**config.mk**
```make
export PLATFORM = sky130hd
export DESIGN_NAME = uart_boot_loader
export DESIGN_NICKNAME = d
export VERILOG_FILES = /design/src/rtl/uart_boot_loader.sv
export SDC_FILE = /design/constraint.sdc
export NUM_CORES = 1
export LEC_CHECK = 0
export CAP_MARGIN = 20
export CORE_ASPECT_RATIO = 1.1
export CORE_UTILIZATION = 57
export DETAILED_ROUTE_END_ITERATION = 8
export GPL_TIMING_DRIVEN = 0
export PLACE_DENSITY = 0.8
export SYNTH_ARGS = -nofsm -noshare
export SYNTH_HDL_FRONTEND = slang
export SYNTH_SLANG_ARGS = --single-unit
```
**constraint.sdc**
```tcl
create_clock -name clk -period 5.6 [get_ports clk]
set_input_delay 1.12 -clock clk [delete_from_list [all_inputs] [get_ports clk]]
set_output_delay 1.12 -clock clk [all_outputs]
set_load 0.005 [all_outputs]
```
**src/rtl/uart_boot_loader.sv**
```systemverilog
// UART boot loader: receives a length-prefixed little-endian word image on rx and writes it to boot memory.
// Optional build macro BOOT_CHECKSUM_EN appends a 32-bit sum check before releasing the CPU.
module uart_boot_loader #(
  parameter int          CLKS_PER_BIT = 217,
  parameter logic [31:0] BASE_ADDR    = 32'h0000_0000,
  parameter int          MAX_WORDS    = 1024
) (
  input  logic        clk,
  input  logic        reset,
  input  logic        rx,
  output logic [31:0] mem_address,
  output logic [31:0] mem_data,
  output logic        mem_write,
  output logic        cpu_hold,
  output logic        done,
  output logic        error
);

  localparam int             CW        = $clog2(CLKS_PER_BIT);
  localparam logic [CW-1:0]  HALF_LAST = CW'(CLKS_PER_BIT / 2 - 1);
  localparam logic [CW-1:0]  FULL_LAST = CW'(CLKS_PER_BIT - 1);
  localparam logic [31:0]    MAX_W     = 32'(MAX_WORDS);

  typedef enum logic [1:0] {RX_IDLE, RX_START, RX_DATA, RX_STOP} rx_state_e;
  typedef enum logic [2:0] {
    LD_COUNT, LD_DATA, LD_WRITE,
`ifdef BOOT_CHECKSUM_EN
    LD_CHECK,
`endif
    LD_DONE, LD_ERROR
  } ld_state_e;

  logic            rx_meta_q, rx_sync_q;
  rx_state_e       rx_state_q, rx_state_d;
  logic [CW-1:0]   clk_cnt_q, clk_cnt_d;
  logic [2:0]      bit_cnt_q, bit_cnt_d;
  logic [7:0]      shift_q, shift_d;
  logic            byte_valid_q, byte_valid_d;
  logic            frame_err_q, frame_err_d;

  ld_state_e       ld_state_q, ld_state_d;
  logic [1:0]      byte_idx_q, byte_idx_d;
  logic [23:0]     acc_q, acc_d;
  logic [31:0]     words_left_q, words_left_d;
  logic [31:0]     mem_address_q, mem_address_d;
  logic [31:0]     mem_data_q, mem_data_d;
  logic            mem_write_q, mem_write_d;
  logic            cpu_hold_q, cpu_hold_d;
  logic            done_q, done_d;
  logic            error_q, error_d;
  logic [31:0]     full_word;
`ifdef BOOT_CHECKSUM_EN
  logic [31:0]     sum_q, sum_d;
`endif

  // Middle-of-bit sampling: half a bit after the start edge, then one bit period apart.
  always_comb begin
    rx_state_d   = rx_state_q;
    clk_cnt_d    = clk_cnt_q;
    bit_cnt_d    = bit_cnt_q;
    shift_d      = shift_q;
    byte_valid_d = 1'b0;
    frame_err_d  = 1'b0;
    case (rx_state_q)
      RX_IDLE: begin
        if (!rx_sync_q) begin
          rx_state_d = RX_START;
          clk_cnt_d  = '0;
          bit_cnt_d  = '0;
        end
      end
      RX_START: begin
        if (clk_cnt_q == HALF_LAST) begin
          clk_cnt_d  = '0;
          rx_state_d = rx_sync_q ? RX_IDLE : RX_DATA;
        end else begin
          clk_cnt_d = clk_cnt_q + 1'b1;
        end
      end
      RX_DATA: begin
        if (clk_cnt_q == FULL_LAST) begin
          clk_cnt_d = '0;
          shift_d   = {rx_sync_q, shift_q[7:1]};
          bit_cnt_d = bit_cnt_q + 1'b1;
          if (bit_cnt_q == 3'd7) rx_state_d = RX_STOP;
        end else begin
          clk_cnt_d = clk_cnt_q + 1'b1;
        end
      end
      default: begin
        if (clk_cnt_q == FULL_LAST) begin
          clk_cnt_d    = '0;
          byte_valid_d = rx_sync_q;
          frame_err_d  = !rx_sync_q;
          rx_state_d   = RX_IDLE;
        end else begin
          clk_cnt_d = clk_cnt_q + 1'b1;
        end
      end
    endcase
  end

  // Bytes arrive LSB-first, so shifting each new byte in from the top leaves a little-endian word.
  assign full_word = {shift_q, acc_q};

  always_comb begin
    ld_state_d    = ld_state_q;
    byte_idx_d    = byte_idx_q;
    acc_d         = acc_q;
    words_left_d  = words_left_q;
    mem_address_d = mem_address_q;
    mem_data_d    = mem_data_q;
    mem_write_d   = 1'b0;
    cpu_hold_d    = cpu_hold_q;
    done_d        = done_q;
    error_d       = error_q;
`ifdef BOOT_CHECKSUM_EN
    sum_d         = sum_q;
`endif
    case (ld_state_q)
      LD_COUNT: begin
        if (byte_valid_q) begin
          byte_idx_d = byte_idx_q + 1'b1;
          acc_d      = {shift_q, acc_q[23:8]};
          if (byte_idx_q == 2'd3) begin
            words_left_d = full_word;
            if (full_word == 32'd0) begin
`ifdef BOOT_CHECKSUM_EN
              ld_state_d = LD_CHECK;
`else
              ld_state_d = LD_DONE;
              done_d     = 1'b1;
              cpu_hold_d = 1'b0;
`endif
            end else if (full_word > MAX_W) begin
              ld_state_d = LD_ERROR;
              error_d    = 1'b1;
            end else begin
              ld_state_d = LD_DATA;
            end
          end
        end
      end
      LD_DATA: begin
        if (byte_valid_q) begin
          byte_idx_d = byte_idx_q + 1'b1;
          mem_data_d = {shift_q, mem_data_q[31:8]};
          if (byte_idx_q == 2'd3) begin
            ld_state_d  = LD_WRITE;
            mem_write_d = 1'b1;
          end
        end
      end
      LD_WRITE: begin
        mem_address_d = mem_address_q + 32'd4;
        words_left_d  = words_left_q - 32'd1;
`ifdef BOOT_CHECKSUM_EN
        sum_d         = sum_q + mem_data_q;
`endif
        if (words_left_q == 32'd1) begin
`ifdef BOOT_CHECKSUM_EN
          ld_state_d = LD_CHECK;
`else
          ld_state_d = LD_DONE;
          done_d     = 1'b1;
          cpu_hold_d = 1'b0;
`endif
        end else begin
          ld_state_d = LD_DATA;
        end
      end
`ifdef BOOT_CHECKSUM_EN
      LD_CHECK: begin
        if (byte_valid_q) begin
          byte_idx_d = byte_idx_q + 1'b1;
          acc_d      = {shift_q, acc_q[23:8]};
          if (byte_idx_q == 2'd3) begin
            if (full_word == sum_q) begin
              ld_state_d = LD_DONE;
              done_d     = 1'b1;
              cpu_hold_d = 1'b0;
            end else begin
              ld_state_d = LD_ERROR;
              error_d    = 1'b1;
            end
          end
        end
      end
`endif
      default: ;
    endcase
    // A corrupted byte poisons the image anywhere before completion.
    if (frame_err_q && ld_state_q != LD_DONE && ld_state_q != LD_ERROR) begin
      ld_state_d  = LD_ERROR;
      error_d     = 1'b1;
      mem_write_d = 1'b0;
    end
  end

  always_ff @(posedge clk or posedge reset) begin
    if (reset) begin
      rx_meta_q     <= 1'b1;
      rx_sync_q     <= 1'b1;
      rx_state_q    <= RX_IDLE;
      clk_cnt_q     <= '0;
      bit_cnt_q     <= '0;
      shift_q       <= '0;
      byte_valid_q  <= 1'b0;
      frame_err_q   <= 1'b0;
      ld_state_q    <= LD_COUNT;
      byte_idx_q    <= '0;
      acc_q         <= '0;
      words_left_q  <= '0;
      mem_address_q <= BASE_ADDR;
      mem_data_q    <= '0;
      mem_write_q   <= 1'b0;
      cpu_hold_q    <= 1'b1;
      done_q        <= 1'b0;
      error_q       <= 1'b0;
`ifdef BOOT_CHECKSUM_EN
      sum_q         <= '0;
`endif
    end else begin
      rx_meta_q     <= rx;
      rx_sync_q     <= rx_meta_q;
      rx_state_q    <= rx_state_d;
      clk_cnt_q     <= clk_cnt_d;
      bit_cnt_q     <= bit_cnt_d;
      shift_q       <= shift_d;
      byte_valid_q  <= byte_valid_d;
      frame_err_q   <= frame_err_d;
      ld_state_q    <= ld_state_d;
      byte_idx_q    <= byte_idx_d;
      acc_q         <= acc_d;
      words_left_q  <= words_left_d;
      mem_address_q <= mem_address_d;
      mem_data_q    <= mem_data_d;
      mem_write_q   <= mem_write_d;
      cpu_hold_q    <= cpu_hold_d;
      done_q        <= done_d;
      error_q       <= error_d;
`ifdef BOOT_CHECKSUM_EN
      sum_q         <= sum_d;
`endif
    end
  end

  assign mem_address = mem_address_q;
  assign mem_data    = mem_data_q;
  assign mem_write   = mem_write_q;
  assign cpu_hold    = cpu_hold_q;
  assign done        = done_q;
  assign error       = error_q;

endmodule

```
# Word level (Yosys, flattened, before mapping)

Cells that the tools add are included.

Add/sub/neg operators: 5
Order comparisons: 1
Equality and inequality tests: 24
Multiplexer cells: 50
Reductions and logical operators: 26

Operator list:

| kind                    | count |
|---|---|
| $mux W32                | 2 |
| $pmux W32 S2            | 1 |
| $add A32 B3 Y32 const B | 1 |
| $eq A32 B1 Y1 const B   | 1 |
| $gt A32 B11 Y1 const B  | 1 |
| $logic_not A32 Y1       | 1 |
| $sub A32 B1 Y32 const B | 1 |
| $mux W3                 | 9 |
| $mux W8                 | 3 |
| $mux W1                 | 22 |
| $reduce_and A5 Y1       | 4 |
| $ne A2 B2 Y1 const B    | 8 |
| $pmux W8 S2             | 1 |
| $ne A3 B3 Y1 const B    | 5 |
| $mux W2                 | 7 |
| $reduce_bool A2 Y1      | 6 |
| $pmux W3 S3             | 1 |
| $add A8 B1 Y8 const B   | 1 |
| $eq A8 B7 Y1 const B    | 1 |
| $eq A8 B8 Y1 const B    | 1 |
| $reduce_and A2 Y1       | 4 |
| $pmux W2 S3             | 1 |
| $pmux W3 S2             | 1 |
| $reduce_and A3 Y1       | 2 |
| other kinds (18)        | 21 |

Register bits after elaboration: 154
Output and inout bits: 68
Word-level logic and storage cells: 124

# Logic depth before layout (Yosys ltp)

Depth in word-level cells: 7
Depth in mapped cells: 7

# Worst setup path before layout

OpenSTA, ideal clock, no wires.

Kind: register to register
From: register words_left_q[0]
To: register words_left_q[18]
Setup time: 0.121 ns
Arrival: 1.891 ns
Path slack: 3.588 ns
Stages on the path, launching flop included: 8
Buffers on the path: 0
Period minus slack after synthesis: 2.012 ns
Path through: dfrtp_1 -> inv_1 -> ha_1 -> nor4b_2 -> nand4_1 -> or4_1 -> a32oi_1 -> nand2_1

Word-level cells in the longest chain between the ends: 2

RTL lines:

| item                     | RTL line | RTL |
|---|---|---|
| start: declaration       | 44       | `logic [31:0] words_left_q, words_left_d;` |
| start signal: assignment | 235      | `words_left_q <= words_left_d;` |
| $sub A32 B1 Y32          | 156      | `words_left_d = words_left_q - 32'd1;` |
| $pmux W32 S2             | 120      | `case (ld_state_q)` |

Every way passes these cells.
A chain may end at the register's enable or synchronous reset.

# Final worst setup path

From: register cpu_hold_q, in the netlist cpu_hold
To: output cpu_hold

RTL lines:

| item                     | RTL line | RTL |
|---|---|---|
| start: declaration       | 48       | `logic cpu_hold_q, cpu_hold_d;` |
| start signal: assignment | 239      | `cpu_hold_q <= cpu_hold_d;` |
| end: declaration         | 14       | `output logic cpu_hold,` |

No word-level cell between the ends.

==> results.md <==
* Status: finished, final reports clean
* #FFs+latches synth at around 150
* F_max at between 300 and 400 MHz
* Core area at 12140 sq um
* CTS resizes at 0
* Vias per cell at just over 6
* H-tree Lvls at 4
* Detailed Route Iter0 Violations at slightly below 600
* Remaining DRCs at 0
* Buf+Inv Stages, Crit Path at 1
* Clock Skew at ~0.0086 ns
* Clock root buffer: clkbuf_16
* Mapped Area at 7133 sq um
* Critical Path Fanout Max at 2
* IO Port Bufs at ~70
* Drt first pass iters at 6
* Asr flop ratio synth at between 90% and 100%
* Worst Setup SP: cpu_hold
* Num rows at between 40 and 50
* Setup WS pre-CTS at between 3 and 4 ns
* # Post-CTS Setup Buffers at 0
* Die area at 12970 sq um
* Post-DRT Antenna Nets at 0
* CP endpoint kind: output port
* Worst-path cell chain: clkdlybuf4s50_1
* Placed instance area at roughly 8000 sq um
* Main synth FF type: dfrtp_1
* Gate power share at 1.1%
* # diodes at 0
* Gr usage total at 27.80%
* Hold-fix buffers, CTS at 0
* RSZ-0062 raised after global routing: false
* Number of max-cap violations at 0
* Die Ht at 119.3 microns
* Psw at roughly 0.54 mW
* CP max-delay cell: dfstp_2
* Pwr/cell area at 268.2 nW/um^2
* CTS tree: built
* Family with the most delay on the worst path: flip-flops
* Fin nets at 750
* Initial antenna violation count at 0
* WP data arrival at about 1.5 ns
* Initial core utilization at around three fifths
* Synth unique cells at 66
* Clock-pin slew of the registers on the worst-case setup and hold paths at approximately 0.070 ns
* Hold Path Depth at 0
* DR WL/cell at 18.71 microns
* Internal cell power at 1.788 mW
* Largest net degree at the start of global routing at roughly 100
* CP startpoint kind: flop
* Worst-Skew Late Latency at 0.43 ns
* Design Area, Final at 8672 sq um
* Worst hold start: rx_meta_q
* Rel. slew slack at between 50% and 60%
* Switching Fraction at a little under a quarter
* Hold_ws at around 0.36 ns
* Final Hold Viols at 0
* Worst-Margin Slew at approximately 0.62 ns
* Length in cells of the worst reg-to-reg path at 7
* Routability congestion estimate at 0.9024
* Vias in the first global route at about 5500
* Gr ovfl total at 0
* CTS max path bufs at 2
* Drt total wl at approximately 17000 microns
* Final max-slew violation count at 0
* DP Wirelength at roughly 11000 microns
* Share of cells above drive strength 1 at around 17%
* EDFF count, synth at 0
* Synth area leader: dfrtp_1
* First-pass GRT wire length at approximately 28000 microns
* Crit path time final at 2.566 ns
* Required time of the critical path at approximately 4.5 ns
* Final setup viols at 0
* Top-area cell type share of the netlist area at 52.27%
* Area growth, synth to finish at 21.58%
* CP peak stage delay at around 0.53 ns
* Critical path type: reg -> out
* Cell count after synthesis at 650
* Reg2reg end: words_left_q[18]
* IO Count at 71
* Total CTS buffers at 17
* Reg2reg start: words_left_q[0]
* Via count at approximately 5600
* Crit share post-route at a little under half
* Reg power frac at 47.3%
* Clock Power Share at 51.6%
* Final Worst Setup Slack at around 3.0 ns
* Leak pwr at 3.994 nW
* Avg Inst Size Synth at approximately 11 sq um
* Synth area leaders: dfrtp_1 (52%), mux2_2 (10%), nor2_1 (2.8%)
* Die Width at 108.7 microns
* Peak supply drop at about 0.20 mV
* Register area share after synthesis at between 50% and 60%
* R2R Setup Slk at ~3 ns
* Clk sink count at approximately 150
* HP Class: reg -> reg
* Hold endpoint: rx_sync_q
* Number of fill cells at approximately 820
* YS warnings at 0
## how the worst max path moves through the flow
stage / end / slack, ns / cells after the start
after floorplan: acc_q[0] / 0.39 / 1
after global placement: acc_q[5] / -1.44 / 2
after detailed placement: rx_meta_q / 3.13 / 3
after CTS: cpu_hold / 3.02 / 1
after global routing: words_left_q[18] / 2.87 / 7
final: cpu_hold / 3.03 / 1
## cell families (layout without fill, tap and decap cells)
kind of cell               Yosys count  after routing  synth area share (%)
AOI/OAI and AO/OA                  120            120                 10.79
xor gates and xnor gates            34             34                 4.175
buffers and inverters               45            146                 2.754
adders and majority gates            8              8                 1.403
muxes                               67             67                 10.56
and+or+nand+nor                    223            223                 16.89
DFF                                152            152                 53.38
other                                1              2               0.05257
## state kept, by name, summed over array words and instances (netlist names), 3 cells and up
signal,count
words_left_q,32
acc_q,24
mem_address,30
shift_q,8
clk_cnt_q,8
bit_cnt_q,3
ld_state_q,3
mem_data,32
## power groups by stage
stage / registers, mW / clock network [mW] / logic, mW
after global placement: 1.12 / 0 / 0.0245
final: 1.10 / 1.20 / 0.0267
after floorplan: 1.12 / 0 / 0.0178
after detailed placement: 1.12 / 0 / 0.0283
after CTS: 1.10 / 1.21 / 0.0282
after global routing: 1.10 / 1.26 / 0.0318
## layout make-up
type	instances	area (sq um)	area share, %
flip-flops and latches	152	3807	43.90
multi-input cells	454	3133	36.13
repair buffers	69	708.2	8.166
clock buffers	17	425.4	4.905
clock inverters	15	203.9	2.352
well taps	154	192.7	2.222
plain buffers	33	151.4	1.746
inverters	12	50.05	0.5771
## stage by stage
| stage | power, mW | TNS [ns] | std cells | util [%] |
|---|---|---|---|---|
| 2_1_floorplan | 1.138 | 0 | 651 | - |
| 3_3_place_gp | 1.145 | -212.86 | 873 | 65.99 |
| 3_5_place_dp | 1.148 | 0 | 874 | 66.25 |
| 4_1_cts | 2.339 | 0 | 906 | 71.44 |
| 5_1_grt | 2.392 | 0 | 906 | 71.44 |
| 6_report | 2.326 | 0 | 906 | 71.44 |
## synthesized netlist by cell type, types with 3 or more instances
library cell and count:
dfrtp_1 149, mux2_2 66, nor2_1 53, nand2_1 38, a21oi_1 34, o21ai_0 29, nand3_1 26, nor3_1 25
xnor2_1 22, nand4_1 19, clkbuf_1 16, inv_1 12, xor2_1 12, buf_2 10, nor4_1 10, a22oi_1 8
ha_1 8, o211ai_1 8, nand2b_1 6, a22o_1 5, and4_1 5, nor3b_1 5, a31oi_1 4, and2_1 4
buf_1 4, nor2b_1 4, o311ai_0 4, or3_1 4, a211oi_1 3, a21o_1 3, dfstp_2 3, o2bb2ai_1 3
or4_1 3
## cells in the final DEF, fill, tap and decap left out, drive strengths merged, types with 3 or more instances in the layout
cell           synthesis  routed
nor3                  27      27
a21oi                 34      34
a22o                   5       5
inv                   12      20
a211oi                 3       3
nand2b                 6       6
and2                   4       4
or4                    3       3
or3                    5       5
or3b                   3       3
nand4                 19      19
a22oi                  8       8
nand2                 38      38
nand3                 27      27
o311ai                 5       5
o2bb2ai                3       3
clkinv                 0       5
o21ai                 29      29
clkbuf                16      33
nor4                  13      13
a31oi                  4       4
xor2                  12      12
and4                   5       5
buf                   17      18
ha                     8       8
mux2                  66      66
o211ai                 8       8
clkdlybuf4s50          0      68
dfrtp                149     149
nor2b                  4       4
xnor2                 22      22
nor2                  54      54
a21o                   3       3
and3                   3       3
nor3b                  5       5
dfstp                  3       3
## routing by layer
| layer | vias to the layer above | track usage [%] | share of wire, % |
|---|---|---|---|
| li1 | 2546 | - | - |
| met1 | 2787 | 34.93 | 40 |
| met2 | 256 | 46.08 | 52 |
| met3 | 36 | 5.309 | 5.9 |
| met4 | 0 | 12.67 | 2.3 |
| met5 | - | 0 | 0 |
Note: power is estimated with default switching activity, not from simulation.
